**config.mk**
```make
export PLATFORM = sky130hd
export DESIGN_NAME = if_fetch_unit_flat
export DESIGN_NICKNAME = d
export VERILOG_FILES = /design/src/rtl/if_fetch_unit_if.sv /design/src/rtl/if_fetch_unit.sv /design/src/flat_wrapper.sv
export SDC_FILE = /design/constraint.sdc
export NUM_CORES = 1
export LEC_CHECK = 0
export BUFFER_PORTS_ARGS = -buffer_cell sky130_fd_sc_hd__buf_2
export CAP_MARGIN = 0
export CORE_ASPECT_RATIO = 1.25
export CORE_MARGIN = 10
export CORE_UTILIZATION = 50
export CTS_BUF_LIST = sky130_fd_sc_hd__clkbuf_8
export DETAILED_ROUTE_END_ITERATION = 8
export GPL_TIMING_DRIVEN = 0
export PLACE_DENSITY = 0.84
export SYNTH_ARGS = -nofsm -noshare
export SYNTH_HDL_FRONTEND = slang
export SYNTH_SLANG_ARGS = --single-unit
```
**constraint.sdc**
```tcl
create_clock -name clk -period 2.7 [get_ports clk]
set_input_delay 0 -clock clk [delete_from_list [all_inputs] [get_ports clk]]
set_output_delay 0 -clock clk [all_outputs]
set_load 0.005 [all_outputs]
```
**src/rtl/if_fetch_unit_if.sv**
```systemverilog
// ----------------------------------------------------------------------------
// if_fetch_unit_if
//   Bundles the buses of the instruction-fetch stage:
//     - instruction memory request/acknowledge port,
//     - control-flow redirect input,
//     - IF/ID valid/ready output towards decode.
//   Modports:
//     master : the fetch unit (drives imem request and IF/ID entry)
//     slave  : the environment (memory, branch unit, decode)
// ----------------------------------------------------------------------------
interface if_fetch_unit_if #(
  parameter int XLEN = 32
);
  // Instruction memory port
  logic            imem_req;
  logic [XLEN-1:0] imem_addr;
  logic            imem_ack;
  logic [31:0]     imem_rdata;

  // Redirect from execute / branch resolution
  logic            redir_valid;
  logic [XLEN-1:0] redir_pc;

  // IF/ID handshake towards decode
  logic            id_valid;
  logic            id_ready;
  logic [31:0]     id_inst;
  logic [XLEN-1:0] id_pc;
  logic [XLEN-1:0] id_pc_next;
  logic            id_misaligned;

  modport master (
    output imem_req, imem_addr,
    input  imem_ack, imem_rdata,
    input  redir_valid, redir_pc,
    output id_valid, id_inst, id_pc, id_pc_next, id_misaligned,
    input  id_ready
  );

  modport slave (
    input  imem_req, imem_addr,
    output imem_ack, imem_rdata,
    output redir_valid, redir_pc,
    input  id_valid, id_inst, id_pc, id_pc_next, id_misaligned,
    output id_ready
  );
endinterface

```
**src/rtl/if_fetch_unit.sv**
```systemverilog
// ----------------------------------------------------------------------------
// if_fetch_unit
//   Instruction-fetch stage: PC register, PC incrementer, IF/ID register and a
//   one-entry skid buffer around a variable-latency req/ack memory port.
//   Supports redirects (killing an in-flight fetch), downstream stall through
//   id_valid/id_ready, and trapping of misaligned redirect targets.
//
//   Ports:
//     clk         rising-edge clock
//     pc_reset_n  asynchronous active-low reset
//     pc_enable   when low, no new memory request is started
//     bus         if_fetch_unit_if.master: imem_*, redir_*, id_*
// ----------------------------------------------------------------------------
module if_fetch_unit #(
  parameter int              XLEN       = 32,
  parameter logic [XLEN-1:0] RESET_PC   = '0,
  parameter int              INST_BYTES = 4
) (
  input  logic               clk,
  input  logic               pc_reset_n,
  input  logic               pc_enable,
  if_fetch_unit_if.master    bus
);

  localparam logic [XLEN-1:0] INC        = XLEN'(INST_BYTES);
  localparam logic [XLEN-1:0] ALIGN_MASK = XLEN'(INST_BYTES - 1);
  localparam logic [31:0]     NOP        = 32'h0000_0013;

  typedef enum logic [1:0] {
    ST_IDLE,
    ST_REQ,
    ST_SKID,
    ST_HALT
  } state_e;

  state_e          state_q,         state_d;
  logic [XLEN-1:0] pc_q,            pc_d;
  logic [XLEN-1:0] req_addr_q,      req_addr_d;
  logic            imem_req_q,      imem_req_d;
  logic            kill_q,          kill_d;
  logic            skid_valid_q,    skid_valid_d;
  logic [31:0]     skid_inst_q,     skid_inst_d;
  logic [XLEN-1:0] skid_pc_q,       skid_pc_d;
  logic            id_valid_q,      id_valid_d;
  logic [31:0]     id_inst_q,       id_inst_d;
  logic [XLEN-1:0] id_pc_q,         id_pc_d;
  logic            id_misaligned_q, id_misaligned_d;

  logic ack_live;
  logic bus_busy;
  logic id_fire;
  logic redir_misaligned;

  // Acks that arrive while no request is outstanding (e.g. after a reset
  // abandoned one) are ignored.
  assign ack_live         = bus.imem_ack & imem_req_q;
  // A request is still outstanding after this edge: its address must hold.
  assign bus_busy         = imem_req_q & ~bus.imem_ack;
  assign id_fire          = id_valid_q & bus.id_ready;
  assign redir_misaligned = (bus.redir_pc & ALIGN_MASK) != '0;

  always_comb begin
    // NOTE: every variable assigned here gets a default first, so no path
    // leaves it unassigned and no latch is inferred.
    state_d         = state_q;
    pc_d            = pc_q;
    kill_d          = kill_q;
    skid_valid_d    = skid_valid_q;
    skid_inst_d     = skid_inst_q;
    skid_pc_d       = skid_pc_q;
    id_valid_d      = id_valid_q;
    id_inst_d       = id_inst_q;
    id_pc_d         = id_pc_q;
    id_misaligned_d = id_misaligned_q;

    if (id_fire) id_valid_d = 1'b0;

    // The killed request has completed; its data is simply dropped.
    if (ack_live && kill_q) kill_d = 1'b0;

    case (state_q)
      ST_IDLE: begin
        if (pc_enable && !skid_valid_q) state_d = ST_REQ;
      end

      ST_REQ: begin
        if (ack_live && !kill_q) begin
          pc_d = req_addr_q + INC;
          if (!id_valid_q || bus.id_ready) begin
            id_valid_d      = 1'b1;
            id_inst_d       = bus.imem_rdata;
            id_pc_d         = req_addr_q;
            id_misaligned_d = 1'b0;
            state_d         = pc_enable ? ST_REQ : ST_IDLE;
          end else begin
            // Decode is stalled with a full IF/ID: park the response.
            skid_valid_d = 1'b1;
            skid_inst_d  = bus.imem_rdata;
            skid_pc_d    = req_addr_q;
            state_d      = ST_SKID;
          end
        end else if (ack_live) begin
          // Killed response arrived: restart at the (redirected) pc.
          state_d = pc_enable ? ST_REQ : ST_IDLE;
        end
      end

      ST_SKID: begin
        if (bus.id_ready) begin
          id_valid_d      = 1'b1;
          id_inst_d       = skid_inst_q;
          id_pc_d         = skid_pc_q;
          id_misaligned_d = 1'b0;
          skid_valid_d    = 1'b0;
          state_d         = pc_enable ? ST_REQ : ST_IDLE;
        end
      end

      ST_HALT: begin
        // Wait for an aligned redirect; the trap entry drains via id_fire.
      end

      default: state_d = ST_IDLE;
    endcase

    // Redirect overrides everything decided above.
    if (bus.redir_valid) begin
      pc_d            = bus.redir_pc;
      skid_valid_d    = 1'b0;
      id_valid_d      = 1'b0;
      id_misaligned_d = 1'b0;
      // An unacked request must finish at its old address; a same-cycle
      // ack is discarded, so nothing is left to kill.
      kill_d          = bus_busy;
      if (redir_misaligned) begin
        id_valid_d      = 1'b1;
        id_misaligned_d = 1'b1;
        id_inst_d       = NOP;
        id_pc_d         = bus.redir_pc;
        state_d         = ST_HALT;
      end else begin
        state_d = pc_enable ? ST_REQ : ST_IDLE;
      end
    end
  end

  // The address register tracks pc whenever the bus is free, so a new
  // request always starts at the current pc and imem_addr never moves while
  // a request is outstanding.
  assign req_addr_d = bus_busy ? req_addr_q : pc_d;
  // A killed request keeps imem_req high until its ack, whatever the state.
  assign imem_req_d = (state_d == ST_REQ) || kill_d;

  // NOTE: sequential state uses non-blocking assignments so every flop
  // samples the pre-edge value of every other flop.
  always_ff @(posedge clk or negedge pc_reset_n) begin
    if (!pc_reset_n) begin
      state_q         <= ST_IDLE;
      pc_q            <= RESET_PC;
      req_addr_q      <= RESET_PC;
      imem_req_q      <= 1'b0;
      kill_q          <= 1'b0;
      skid_valid_q    <= 1'b0;
      skid_inst_q     <= NOP;
      skid_pc_q       <= '0;
      id_valid_q      <= 1'b0;
      id_inst_q       <= NOP;
      id_pc_q         <= '0;
      id_misaligned_q <= 1'b0;
    end else begin
      state_q         <= state_d;
      pc_q            <= pc_d;
      req_addr_q      <= req_addr_d;
      imem_req_q      <= imem_req_d;
      kill_q          <= kill_d;
      skid_valid_q    <= skid_valid_d;
      skid_inst_q     <= skid_inst_d;
      skid_pc_q       <= skid_pc_d;
      id_valid_q      <= id_valid_d;
      id_inst_q       <= id_inst_d;
      id_pc_q         <= id_pc_d;
      id_misaligned_q <= id_misaligned_d;
    end
  end

  assign bus.imem_req      = imem_req_q;
  assign bus.imem_addr     = req_addr_q;
  assign bus.id_valid      = id_valid_q;
  assign bus.id_inst       = id_inst_q;
  assign bus.id_pc         = id_pc_q;
  assign bus.id_pc_next    = id_pc_q + INC;
  assign bus.id_misaligned = id_misaligned_q;

endmodule

```
**src/flat_wrapper.sv**
```systemverilog
// flat-port wrapper written by rule: the top's interface ports become plain ports
module if_fetch_unit_flat 
#(
  parameter int              XLEN       = 32,
  parameter logic [XLEN-1:0] RESET_PC   = '0,
  parameter int              INST_BYTES = 4
)
  (clk, pc_reset_n, pc_enable, bus_imem_req, bus_imem_addr, bus_imem_ack, bus_imem_rdata, bus_redir_valid, bus_redir_pc, bus_id_valid, bus_id_inst, bus_id_pc, bus_id_pc_next, bus_id_misaligned, bus_id_ready);
  if_fetch_unit_if #(.XLEN(XLEN)) bus_i ();
  input  logic clk;
  input  logic pc_reset_n;
  input  logic pc_enable;
  output wire logic [$bits(bus_i.imem_req)-1:0] bus_imem_req;
  output wire logic [$bits(bus_i.imem_addr)-1:0] bus_imem_addr;
  input wire logic [$bits(bus_i.imem_ack)-1:0] bus_imem_ack;
  input wire logic [$bits(bus_i.imem_rdata)-1:0] bus_imem_rdata;
  input wire logic [$bits(bus_i.redir_valid)-1:0] bus_redir_valid;
  input wire logic [$bits(bus_i.redir_pc)-1:0] bus_redir_pc;
  output wire logic [$bits(bus_i.id_valid)-1:0] bus_id_valid;
  output wire logic [$bits(bus_i.id_inst)-1:0] bus_id_inst;
  output wire logic [$bits(bus_i.id_pc)-1:0] bus_id_pc;
  output wire logic [$bits(bus_i.id_pc_next)-1:0] bus_id_pc_next;
  output wire logic [$bits(bus_i.id_misaligned)-1:0] bus_id_misaligned;
  input wire logic [$bits(bus_i.id_ready)-1:0] bus_id_ready;
  assign bus_imem_req = bus_i.imem_req;
  assign bus_imem_addr = bus_i.imem_addr;
  assign bus_i.imem_ack = bus_imem_ack;
  assign bus_i.imem_rdata = bus_imem_rdata;
  assign bus_i.redir_valid = bus_redir_valid;
  assign bus_i.redir_pc = bus_redir_pc;
  assign bus_id_valid = bus_i.id_valid;
  assign bus_id_inst = bus_i.id_inst;
  assign bus_id_pc = bus_i.id_pc;
  assign bus_id_pc_next = bus_i.id_pc_next;
  assign bus_id_misaligned = bus_i.id_misaligned;
  assign bus_i.id_ready = bus_id_ready;
  if_fetch_unit #(.XLEN(XLEN), .RESET_PC(RESET_PC), .INST_BYTES(INST_BYTES)) u_core (.clk(clk), .pc_reset_n(pc_reset_n), .pc_enable(pc_enable), .bus(bus_i));
endmodule
```
==> results.json, run 1 <==
{
  "cts_buffer_depth": 2,
  "slowest_delay_ns": 0.59,
  "async_flop_share": 1.00,
  "netlist_area_sq_mm": 0.0101,
  "critPathArrivalTime_ns": 3.00,
  "ios": 201,
  "final_cell_mix": "buf_2 (208), dfrtp_1 (193), nor2_1 (118), nand2_1 (75), mux2_2 (73)",
  "yosys_most_used_dff": "dfrtp_1",
  "slew_viol_final": 0,
  "yosys.cell_types.count": 59,
  "seq_area_frac_synth": 0.495,
  "status": "finished, final reports clean",
  "synth_fp_nets": 1065,
  "viasPerCell": 5.95,
  "seq_power_share": 0.480,
  "die-width_microns": 147,
  "drive_above_1_share": 0.273,
  "p_sw_uw": 3490,
  "fmax_mhz": 385,
  "cts.sinks": 199,
  "grt_overflow": 0,
  "post_drt_wl_per_cell_microns": 20.4,
  "post-route-util": 0.633,
  "grt_pass1_vias": 9430,
  "internal-power_uw": 6000,
  "antenna_found_initial": 1,
  "critical-path-top-cell-by-count": "clkbuf_1",
  "dr.pass1.iters": 5,
  "path_cells": "inv_1, ha_1, and2_1, clkbuf_1, clkbuf_1, a22o_1, a221oi_1, nor2_1",
  "ir_drop_mv": 0.455,
  "hold_viol_final": 0,
  "dr.first_iter.drc_count": 879,
  "synthCells": 989,
  "final_nets": 1361,
  "grt_first_pass_wirelength_microns": 49700,
  "drv_cap": 0,
  "final_common_cell": "buf_2",
  "rows": 58,
  "setup_viol": 0,
  "yosys_warnings": 0,
  "fillers": 1605,
  "hold_path_class": "in -> async",
  "clkPwrFrac": 0.194,
  "cp.required_ns": 3.10,
  "cp-end-kind": "flop",
  "netSwitchingFraction": 0.367,
  "totalWireLength_microns": 32000,
  "cp_max_fo": 10,
  "synth_edf_count": 0,
  "r2r_cells": 8,
  "powerDensity_mw_per_mm2": 751,
  "gp_congestion": 0.928,
  "die-height_microns": 179,
  "finalClockSkew_ns": 0.0218,
  "area_growth_pct": 25.3,
  "whs_ns": 0.0673,
  "pwr-share-comb": 0.326,
  "cts-buffers-inserted": 17,
  "worst_pin_slew_ns": 1.31,
  "dp_hpwl_microns": 22400,
  "io_buffer_count": 200,
  "start_util": 0.505,
  "path_clk_slew_ns": 0.10,
  "p_leak_uw": 0.00583,
  "syn_area_per_cell_sq_um": 10.2,
  "post-route-period-util": 0.963,
  "clock_latency_ns": 0.48,
  "cp_slowest_cell": "clkbuf_1",
  "postRouteAntennaNets": 0,
  "critPathKind": "reg -> reg",
  "grt.total_usage": 0.235,
  "crit_path_start_kind": "flop",
  "grt_max_degree": 127,
  "dr_total_vias": 9343,
  "cts_tree": "yes",
  "core_sq_mm": 0.0200,
  "min_period_ns": 2.60,
  "htreeDepth": 4,
  "synth_seq_cells": 199,
  "die_area_sq_mm": 0.0263,
  "drc": 0,
  "clockRootBuffer": "clkbuf_8",
  "timing.slew.headroom": 0.123
}
-- layout make-up --
cell class | count | area (sq um) | area share
antenna | 1 | 2.50 | 0.000198
timing repair buffer | 279 | 1790 | 0.142
clock inverter | 13 | 116 | 0.00921
buffer | 78 | 328 | 0.0259
tap | 270 | 338 | 0.0267
sequential | 199 | 4990 | 0.395
inverter | 15 | 56.3 | 0.00446
clock buffer | 19 | 262 | 0.0207
multi-input combinational | 695 | 4750 | 0.376
-- worst paths after layout --
kind,to,slack [ns],start
min,u_core.skid_inst_q[24],0.07,pc_reset_n
min in group clk,u_core.pc_q[21],0.19,bus_redir_valid
max,u_core.bus.id_pc[17],0.10,u_core.state_q[0]
max reg2reg,u_core.bus.id_pc[17],0.10,u_core.state_q[0]
min reg2reg,u_core.skid_inst_q[27],0.52,u_core.skid_inst_q[27]
max in group asynchronous,u_core.pc_q[29],1.57,pc_reset_n
-- logic make-up (layout without fill, tap and decap cells) --
kind of cell               Yosys count  after routing  share of synthesized area
and+or+nand+nor                    306            306                      0.142
AOI/OAI and AO/OA                  257            257                      0.190
DFF                                199            199                      0.495
buffers and inverters               95            404                     0.0377
muxes                               81             81                     0.0895
xor gates and xnor gates            45             45                     0.0391
adders and majority gates            6              6                    0.00744
other                                0              1                          0
-- stage by stage --
stage          cells  power, uW  setup TNS [ns]  worst slack, ns  cell area, sq um
2_1_floorplan    989       6230               0            0.441             10100
3_3_place_gp    1459       7380         -344.41            -1.63             11400
3_5_place_dp    1460       7540          -40.82           -0.448             11500
4_1_cts         1568       9470               0           0.0414             12600
5_1_grt         1569      10000          -0.130          -0.0317             12600
6_report        1569       9490               0            0.100             12600
-- synthesized netlist by cell type, drive strengths merged, types with 3 or more instances --
library cell / n / area, sq um
a21oi: 21 / 105
xnor2: 32 / 280
and4: 8 / 70.1
nor4: 7 / 50.1
and2: 4 / 25.0
mux2: 73 / 822
nor2b: 3 / 18.8
mux2i: 8 / 80.1
buf: 14 / 73.8
o311ai: 3 / 26.3
inv: 14 / 52.6
a21o: 10 / 75.1
o211ai: 14 / 115
dfstp: 6 / 158
and3: 9 / 56.3
ha: 6 / 75.1
nand2: 75 / 282
nor3b: 3 / 22.5
xor2: 13 / 114
o221ai: 4 / 35.0
or3: 3 / 18.8
or4: 3 / 22.5
clkbuf: 66 / 250
nand4: 16 / 115
nand2b: 4 / 25.0
nand3: 30 / 150
a22oi: 31 / 233
o31ai: 7 / 52.6
dfrtp: 193 / 4830
a221oi: 31 / 272
nor2: 121 / 454
o31a: 3 / 26.3
o21ai: 46 / 230
nor3: 14 / 70.1
a22o: 64 / 561
a31oi: 5 / 31.3
a221o: 4 / 40.0
-- state kept, by name (all words and copies together) (netlist names), 2 cells and up --
signal / cells
u_core.bus.id_pc: 32
u_core.skid_pc_q: 32
u_core.bus.imem_addr: 32
u_core.skid_inst_q: 32
u_core.pc_q: 32
u_core.bus.id_inst: 32
u_core.state_q: 2
-- repair_timing --
action | CTS | global route
gates resized for setup | 11 | 8
gates cloned | 0 | 0
hold buffers | 68 | 0
pin swaps | 2 | 1
setup endpoints to repair | 152 | 104
buffers inserted | 9 | 1
endpoints found under the hold margin | 235 | 0
-- power groups by stage --
stage,sequential [uW],combinational [uW],clock (uW)
finish,4560,3090,1840
global route,4650,3390,1980
CTS,4520,3080,1870
detailed placement,4580,2960,0
global placement,4530,2850,0
floorplan,4420,1810,0
-- critical path: cells and delay by family, from the launching register on --
| family | cells | cell delay (ns) |
|---|---|---|
| simple gates | 2 | 0.32 |
| buf+inv | 3 | 1.21 |
| compound gates | 2 | 0.29 |
| fa+ha+maj | 1 | 0.27 |
| flops | 1 | 0.43 |
-- per-layer routing --
layer  global-route usage  up-vias  wire, microns
met1                0.260     4584          11800
met5                    0        -              0
met4                0.125        0           1380
met2                0.411      456          16400
met3               0.0556      102           2470
li1                     -     4201              -
No activity file was read; power rests on OpenSTA's default activity.
==> run 2: changes to the inputs <==
CORE_MARGIN = not set   (was 10)
CORE_UTILIZATION = 57   (was 50)
PLACE_DENSITY = 0.92   (was 0.84)
==> results.json, run 2 (synthesis results as in run 1) <==
{
  "status": "complete, but fails checks",
  "violations": "design-rule violations",
  "drv_cap": 0,
  "cts_buffer_depth": 2,
  "internal-power_uw": 5980,
  "diodes": 0,
  "finalClockSkew_ns": 0.00996,
  "clkPwrFrac": 0.196,
  "seq_area_sq_mm": 0.00499,
  "fin_tns_setup_ns": 0,
  "die-height_microns": 151,
  "crit_buf_inv": 2,
  "r2r_slack_ns": 0.15,
  "hold_viol_final": 0,
  "path_clk_slew_ns": 0.11,
  "r2r_cells": 7,
  "grt_first_pass_wirelength_microns": 47900,
  "ios": 201,
  "critPathKind": "reg -> reg",
  "slew_viol_final": 0,
  "final_nets": 1355,
  "dp_hpwl_microns": 20500,
  "setup_viol": 0,
  "dr.pass1.iters": 9,
  "rows": 54,
  "r2r_end": "u_core.pc_q[25]",
  "critPathArrivalTime_ns": 2.95,
  "p_sw_uw": 3560,
  "final_area_sq_mm": 0.0125,
  "clockRootBuffer": "clkbuf_8",
  "die_area_sq_mm": 0.0182,
  "totalWireLength_microns": 30800,
  "io_buffer_count": 200,
  "area_growth_pct": 24.4,
  "grt.total_usage": 0.343,
  "crit-reg2reg-launch": "u_core.bus.imem_addr[9]",
  "post-route-period-util": 0.943,
  "grt_overflow": 0,
  "critical-path-top-cell-by-count": "or4_1",
  "rsz0062_at_grt": "false",
  "cp_slowest_cell": "or4_1",
  "clock_latency_ns": 0.49,
  "timing.slew.headroom": 0.173,
  "grt_max_degree": 111,
  "crit_path_start_kind": "flop",
  "final_common_cell": "buf_2",
  "grt_pass1_vias": 9571,
  "dr_total_vias": 9592,
  "htreeDepth": 4,
  "ir_drop_mv": 0.426,
  "antenna_found_initial": 0,
  "path_delay_family": "simple AND/OR/NAND/NOR gates",
  "cts-buffers-inserted": 17,
  "final_cell_mix": "buf_2 (208), dfrtp_1 (193), nor2_1 (118), nand2_1 (75), mux2_2 (73)",
  "powerDensity_mw_per_mm2": 761,
  "worst_pin_slew_ns": 1.24,
  "fmax_mhz": 393,
  "post_drt_wl_per_cell_microns": 20.3,
  "drc": 18,
  "hold_path_class": "in -> async",
  "cp.required_ns": 3.10,
  "netSwitchingFraction": 0.373,
  "finalPower_uw": 9540,
  "place_area_sq_mm": 0.0114,
  "seq_power_share": 0.480,
  "fillers": 1192,
  "path_cells": "clkbuf_1, nand2_1, or4_1, clkbuf_2, or4_1, a21o_1, o211ai_2",
  "viasPerCell": 6.33,
  "start_util": 0.581,
  "drive_above_1_share": 0.271,
  "cp-end-kind": "flop",
  "cts_tree": "yes",
  "min_period_ns": 2.55,
  "multi_input_area_sq_mm": 0.00475,
  "dr.first_iter.drc_count": 945,
  "p_leak_uw": 0.00581,
  "postRouteAntennaNets": 0,
  "slowest_delay_ns": 0.49,
  "gp_congestion": 0.916,
  "pwr-share-comb": 0.323,
  "cts.sinks": 199,
  "core_sq_mm": 0.0174,
  "die-width_microns": 121,
  "cp_max_fo": 9
}
==> run 2: cell types whose count changed in the layout (fill, tap and decap cells not counted), moves of 2 or more <==
cell / change
buf_4: -6
clkbuf_1: -3
clkbuf_2: +2
clkinv_4: -2
clkinvlp_4: +2
inv_6: +2
==> run 2: final cells by class <==
| type | instances | area share |
|---|---|---|
| Buffer | 77 | 0.0260 |
| Clock buffer | 18 | 0.0198 |
| Clock inverter | 14 | 0.0111 |
| Inverter | 15 | 0.00449 |
| Multi-Input combinational cell | 695 | 0.378 |
| Sequential cell | 199 | 0.398 |
| Tap cell | 224 | 0.0223 |
| Timing Repair Buffer | 274 | 0.140 |
==> run 2: power groups by stage <==
stage	logic [uW]	clock network [uW]	registers, uW
after floorplan	1810	0	4420
after global placement	2760	0	4530
after detailed placement	2890	0	4590
after CTS	3010	1880	4530
after global routing	3360	2000	4670
final	3080	1870	4580
==> run 2: metrics by stage <==
stage,instances,hold WS (ns),util,setup WS (ns)
4_1_cts,1518,0.157,0.722,0.0718
5_1_grt,1516,0.205,0.722,0.0395
6_report,1516,0.112,0.722,0.153
3_3_place_gp,1413,0.238,0.655,-1.59
3_5_place_dp,1414,0.120,0.657,-0.341
2_1_floorplan,989,-0.296,-,0.441
==> run 2: worst max-delay path by stage <==
stage / cells past startpoint / slack [ns] / end / start
floorplan: 9 / 0.44 / u_core.skid_inst_q[23] / u_core.state_q[1]
global placement: 1 / -1.59 / u_core.skid_inst_q[23] / pc_reset_n
detailed placement: 9 / -0.34 / u_core.skid_pc_q[25] / u_core.state_q[1]
CTS: 8 / 0.07 / u_core.bus.imem_addr[14] / u_core.state_q[1]
global route: 6 / 0.04 / bus_id_pc_next[30] / u_core.bus.id_pc[2]
finish: 7 / 0.15 / u_core.pc_q[25] / u_core.bus.imem_addr[9]
==> run 2: repair_timing <==
item                                    CTS  global route
hold endpoints to repair                267             0
pin swaps                                 2             0
setup buffers                             4             0
endpoints found under the setup margin  140           105
hold buffers                             69             0
gates cloned                              0             0
gates resized for setup                   9            13
==> run 2: per-layer routing <==
| layer | vias to the layer above | GRT usage | share of wire | wire length (microns) |
|---|---|---|---|---|
| met5 | - | 0 | 0 | 0 |
| met1 | 4695 | 0.397 | 0.36 | 11100 |
| met3 | 142 | 0.0678 | 0.070 | 2160 |
| li1 | 4197 | - | - | - |
| met4 | 0 | 0.219 | 0.055 | 1690 |
| met2 | 558 | 0.582 | 0.51 | 15800 |
